[src/rtl/regfile_writeback_queue.sv]
// Register file write-back queue: buffers ALU and load results, drains one per cycle
// onto the register file write port, and forwards the youngest queued value to operand fetch.
module regfile_writeback_queue #(
  parameter int DATA_W = 32,
  parameter int ADDR_W = 5,
  parameter int DEPTH  = 4
) (
  input  logic              clk,
  input  logic              rst_n,
  input  logic              alu_valid,
  input  logic [ADDR_W-1:0] alu_rd,
  input  logic [DATA_W-1:0] alu_data,
  input  logic              mem_valid,
  input  logic [ADDR_W-1:0] mem_rd,
  input  logic [DATA_W-1:0] mem_data,
  output logic              in_ready,
  input  logic              drain_hold,
  output logic              RegWrite,
  output logic [ADDR_W-1:0] Rd,
  output logic [DATA_W-1:0] Write_data,
  input  logic [ADDR_W-1:0] fwd_rs1,
  output logic              fwd_hit1,
  output logic [DATA_W-1:0] fwd_data1,
  input  logic [ADDR_W-1:0] fwd_rs2,
  output logic              fwd_hit2,
  output logic [DATA_W-1:0] fwd_data2,
  output logic [ADDR_W-1:0] pending,
  output logic              overflow
);

  localparam int PTR_W = (DEPTH > 1) ? $clog2(DEPTH) : 1;
  localparam int CNT_W = $clog2(DEPTH + 1);

  logic [ADDR_W-1:0] rd_mem   [DEPTH];
  logic [DATA_W-1:0] data_mem [DEPTH];
  logic [PTR_W-1:0]  rd_ptr;
  logic [PTR_W-1:0]  wr_ptr;
  logic [CNT_W-1:0]  count;

  logic              push_mem;
  logic              push_alu;
  logic              pop;
  logic [PTR_W-1:0]  alu_slot;

  // Readiness depends only on registered occupancy so no input feeds back into it.
  assign in_ready = (count <= CNT_W'(DEPTH - 2));

  assign push_mem = in_ready & mem_valid & (mem_rd != '0);
  assign push_alu = in_ready & alu_valid & (alu_rd != '0);
  assign alu_slot = wr_ptr + PTR_W'(push_mem);

  assign pop        = (count != '0) & ~drain_hold;
  assign RegWrite   = pop;
  assign Rd         = pop ? rd_mem[rd_ptr]   : '0;
  assign Write_data = pop ? data_mem[rd_ptr] : '0;
  assign pending    = ADDR_W'(count);

  always_ff @(posedge clk or negedge rst_n) begin
    if (!rst_n) begin
      rd_ptr   <= '0;
      wr_ptr   <= '0;
      count    <= '0;
      overflow <= 1'b0;
      for (int i = 0; i < DEPTH; i++) begin
        rd_mem[i]   <= '0;
        data_mem[i] <= '0;
      end
    end else begin
      if (push_mem) begin
        rd_mem[wr_ptr]   <= mem_rd;
        data_mem[wr_ptr] <= mem_data;
      end
      if (push_alu) begin
        rd_mem[alu_slot]   <= alu_rd;
        data_mem[alu_slot] <= alu_data;
      end
      wr_ptr <= wr_ptr + PTR_W'(push_mem) + PTR_W'(push_alu);
      if (pop) rd_ptr <= rd_ptr + PTR_W'(1);
      count <= count + CNT_W'(push_mem) + CNT_W'(push_alu) - CNT_W'(pop);
      if (!in_ready && (alu_valid || mem_valid)) overflow <= 1'b1;
    end
  end

  // Scan oldest to newest so the last match wins, giving the youngest value.
  always_comb begin
    logic [PTR_W-1:0] idx;
    idx       = '0;
    fwd_hit1  = 1'b0;
    fwd_data1 = '0;
    fwd_hit2  = 1'b0;
    fwd_data2 = '0;
    for (int i = 0; i < DEPTH; i++) begin
      idx = rd_ptr + PTR_W'(i);
      if (CNT_W'(i) < count) begin
        if ((fwd_rs1 != '0) && (rd_mem[idx] == fwd_rs1)) begin
          fwd_hit1  = 1'b1;
          fwd_data1 = data_mem[idx];
        end
        if ((fwd_rs2 != '0) && (rd_mem[idx] == fwd_rs2)) begin
          fwd_hit2  = 1'b1;
          fwd_data2 = data_mem[idx];
        end
      end
    end
  end

endmodule

[config.mk]
export PLATFORM = sky130hd
export DESIGN_NAME = regfile_writeback_queue
export DESIGN_NICKNAME = d
export VERILOG_FILES = /design/src/rtl/regfile_writeback_queue.sv
export SDC_FILE = /design/constraint.sdc
export NUM_CORES = 1
export LEC_CHECK = 0
export CELL_PAD_IN_SITES_DETAIL_PLACEMENT = 0
export CELL_PAD_IN_SITES_GLOBAL_PLACEMENT = 1
export CORE_MARGIN = 2
export CORE_UTILIZATION = 42
export CTS_CLUSTER_DIAMETER = 60
export DETAILED_ROUTE_END_ITERATION = 7
export PLACE_DENSITY = 0.88
export SETUP_SLACK_MARGIN = 0.3
export SYNTH_ARGS = -nofsm -noshare
export SYNTH_HDL_FRONTEND = slang
export SYNTH_SLANG_ARGS = --single-unit
export TNS_END_PERCENT = 5
[constraint.sdc]
create_clock -name clk -period 5.4 [get_ports clk]
set_input_delay 1.62 -clock clk [delete_from_list [all_inputs] [get_ports clk]]
set_output_delay 1.62 -clock clk [all_outputs]
set_load 0.1 [all_outputs]
Word level (Yosys, flattened, before mapping) --
Cells that the tools add are included.
Word-level totals: bits in registers 156, bits of input ports 89, output and inout port bits 111, logic and storage cells 145
Cells by class: add/sub/neg operators 8, order comparisons 13, eq/ne operators 8, mux-type cells 74, bitwise gates (word level) 12, reduce and logical (&&, ||, !) cells 18
Operators by type and width (number):
- $mux 32 | 27
- $bmux 32 s2 | 4
- $bwmux 128 | 2
- $mux 128 | 2
- $demux 32 s2 | 2
- $mux 5 | 11
- $bmux 5 s2 | 4
- $bwmux 20 | 2
- $eq 5x5->1 | 8
- $mux 20 | 2
- $demux 5 s2 | 2
- $reduce_bool 5->1 | 4
- $ge 3x3->1 const B | 6
- $not 2->3 | 6
- $mux 1 | 16
- $logic_and 1x1->1 | 11
- $add 3x1->3 | 2
- $lt 1x3->1 const A | 2
- $lt 2x3->1 const A | 2
- $lt 3x1->1 const B | 2
- $and 1x1->1 | 5
- $add 2x1->2 | 2
- $add 2x2->2 const B | 2
- $le 3x2->1 const B | 1
- 6 further kinds | 6

Longest topological paths before layout --
depth after elaboration 14, depth in mapped cells 12, depth with buffers taken out 10

Worst setup path after synthesis --
Ideal clock, no wire load.
kind input to output, from in fwd_rs1[0], to out fwd_hit1, arrival time 6033 ps, required time 3780 ps, setup slack -2253 ps, stages 6, path buffers 2, cells stage by stage clkbuf_1 -> nor4_1 -> nor3_1 -> o211ai_2 -> buf_2 -> o311ai_0
Between the ends: longest elaborated chain between the ends 10, elaborated cells on any way between the ends 17, classes of those cells 4 x eq/ne; 8 x mux; 5 x reduce/logical
RTL lines:
- from (decl) | RTL line 21 | input logic [ADDR_W-1:0] fwd_rs1,
- $eq 5x5->1 or $reduce_bool 5->1 (tied branches) | RTL line 95 | if ((fwd_rs1 != '0) && (rd_mem[idx] == fwd_rs1)) begin
- $logic_and 1x1->1 | RTL line 95
- $mux 1 | RTL line 95
- $mux 1 | RTL line 94 | if (CNT_W'(i) < count) begin
- $mux 1 | RTL line 95
- $mux 1 | RTL line 94
- $mux 1 | RTL line 95
- $mux 1 | RTL line 94
- $mux 1 | RTL line 95
- $mux 1 * | RTL line 94
- to (decl) | RTL line 22 | output logic fwd_hit1,
Mark *: on every way between the ends. The rest lies on a longest branch, timed or not.

Worst setup path in the final report --
from in fwd_rs2[1], to out fwd_data2[6]
Between the ends: longest elaborated chain between the ends 10, elaborated cells on any way between the ends 17, classes of those cells 4 x eq/ne; 8 x mux; 5 x reduce/logical
RTL lines:
- from (decl) | RTL line 24 | input logic [ADDR_W-1:0] fwd_rs2,
- $eq 5x5->1 or $reduce_bool 5->1 (tied branches) | RTL line 99 | if ((fwd_rs2 != '0) && (rd_mem[idx] == fwd_rs2)) begin
- $logic_and 1x1->1 | RTL line 99
- $mux 32 | RTL line 99
- $mux 32 | RTL line 94
- $mux 32 | RTL line 99
- $mux 32 | RTL line 94
- $mux 32 | RTL line 99
- $mux 32 | RTL line 94
- $mux 32 | RTL line 99
- $mux 32 * | RTL line 94
- to (decl) | RTL line 26 | output logic [DATA_W-1:0] fwd_data2,
Marks and branches as above.

==> flow_summary.yaml <==
yosys:
  synth_area_leaders: "dfrtp_1 (28%), mux2i_1 (22%), a21oi_1 (6.1%)"
  yosysMostFrequentCell: "mux2i_1"
  ys_async_sr_fraction_pct: 100
  synth_commonest_cells: "mux2i_1 (307), nor2_1 (203), a21oi_1 (170)"
  synthesis.area_mm2: 0.0139
  synth_cells: 1646
  seq_area_frac_synth_pct: 28.0
  synth-seq-cells: 156
  ys.flop_type: "dfrtp_1"
  postSynthAreaPerCell_um2: 8.47
  synth_top_cell_by_area: "dfrtp_1"
  ys_types: 56
  synth_edf_count: 0
  synth_top_area_share_pct: 28.0
  yosysWarnings: 0
global_routing:
  antenna_found_initial: 2
  grt_pass1_wl_mm: 77.7
  grt_overflow: 0
  grtUsageTotal_pct: 29.2
  grt_max_degree: 106
  first_global_vias: 13800
die:
  rows: 66
  dieWidth_um: 186
  ioPinCount: 200
  start_util_pct: 42.7
  coreArea_mm2: 0.0326
  dieArea_mm2: 0.0347
  die_y_um: 186
route:
  ant_nets: 0
  drcViolationCount: 0
  wl_mm: 50.6
  wl_per_cell_um: 22.2
  vias_per_cell: 6.00
  vias: 13700
  drtPass1Iterations: 6
  drt_iter0_drc: 1209
worst_setup_path:
  cp-start-kind: "primary input"
  critical_path_class: "primary input to output pin"
  rr_worst_depth: 8
  crit_fanout: 30
  critPathArrivalTime_ps: 3620
  cp.required_ps: 3780
  worst_setup_path_end_kind: "output pin"
timing:
  rsz0062_at_grt: "true"
  final.setup.tns_ps: 0
  drv_slew: 0
  setup_viol: 0
  layout_setup_ws_ps: 163
  fin_crit_ps: 5240
  worstMarginPinSlew_ps: 1030
  finClkSkew_ps: 12.4
  hold_viol: 0
  fin_crit_sh_pct: 97.0
  relSlewSlack_pct: 31.6
  max_freq_mhz: 191
clock_tree:
  cts_root_buffer: "clkbuf_16"
  numCtsBuffers: 17
  ctsHoldBuffers: 0
  cts_buffer_depth: 2
  cts_tree: "done"
  clkSinkCount: 156
  clk_pin_slew_ps: 70
  h-tree-depth: 4
  clk_latency_ps: 440
placed_design:
  dp_worst_setup_slack_ps: -331
  port_buffers: 197
  place_area_mm2: 0.0184
  hpwl_mm: 32.9
  gp_congestion: 0.890
finish:
  post-route-util_pct: 60.6
  drive_gt1_share_pct: 26.6
  design_area_mm2: 0.0198
  syn2layout_area_growth_pct: 41.9
  final_nets: 1922
min_path:
  hold_depth: 1
  hold_class: "flop to flop"
flow_run:
  drv_cap: 0
run_status:
  status: "completed"
## layer usage
layer	vias up	GRT usage (%)	routed length (µm)
li1	6247	-	-
met3	104	5.78	4000
met1	6689	36.9	20600
met4	2	11.3	1530
met2	655	49.4	24500
met5	-	0	9
## layout by cell type, fill, tap and decap left out, drive strengths merged, types with 21 or more instances in the layout
cell	netlist	layout
and3	31	31
xnor2	31	31
dfrtp	156	156
a21oi	170	170
mux2i	307	307
clkdlybuf4s50	0	82
a211oi	30	30
o21ai	137	137
nor4	35	35
nor3	41	41
clkbuf	79	21
nand2	144	144
mux4	24	24
nand3	38	38
mux2	62	62
buf	81	229
nor2	204	204
## logic make-up (layout without fill, tap and decap cells)
group / count (synthesis) / count (layout) / synth area share [%]
other: 1 / 3 / 0.0269
XOR/XNOR: 44 / 45 / 2.82
multiplexers: 393 / 393 / 30.9
AND/OR/NAND/NOR: 525 / 525 / 16.9
AO/OA/AOI/OAI: 351 / 351 / 14.6
flip-flops: 156 / 156 / 28.0
adder cells (fa/ha/maj): 7 / 7 / 0.736
buffers and inverters: 169 / 360 / 5.93
## through the flow
stage,hold slack [ps],instances
final,473,2282
after global routing,499,2281
after CTS,478,2269
after floorplan,542,1647
after global placement,462,2216
after detailed placement,462,2216
## timing repair
item,4_1_cts,5_1_grt
resized for setup,76,40
cloned,7,1
endpoints found under the setup margin,73,72
pin swaps,48,20
buffers inserted,14,11
## final timing paths
| kind | slack (ps) | startpoint | endpoint |
|---|---|---|---|
| max | 160 | fwd_rs2[1] | fwd_data2[6] |
| min | 470 | overflow$_DFFE_PN0P_ | overflow$_DFFE_PN0P_ |
| min in group asynchronous | 1310 | rst_n | data_mem[92]$_DFF_PN0_ |
| max in group asynchronous | 3180 | rst_n | data_mem[76]$_DFF_PN0_ |
| min reg2reg | 470 | overflow$_DFFE_PN0P_ | overflow$_DFFE_PN0P_ |
| max reg2reg | 2040 | count[2]$_DFF_PN0_ | data_mem[57]$_DFF_PN0_ |
## layout make-up
cell class / count / area, µm²
clock inverter: 15 / 155
inverter: 9 / 37.5
clock buffer: 17 / 425
tap: 442 / 553
antenna: 1 / 2.50
timing repair buffer: 319 / 4530
multi-input combinational: 1323 / 10200
fill: 2633 / 12800
sequential: 156 / 3910
## critical path, stage by stage
cell,delay [ps]
buf_6,90
buf_6,120
buf_4,140
buf_4,140
xor2_2,150
nor4_4,280
buf_4,180
buf_12,220
nand3_1,110
mux2i_1,290
a21oi_4,80
buf_12,180
## registers in the layout, indices dropped and copies added (netlist names)
register,cells
data_mem,128
count,3
wr_ptr,2
overflow,1
rd_ptr,2
rd_mem,20
Power is not shown: default switching activity piles up to over one toggle a cycle in this logic, so the estimate is an artifact.
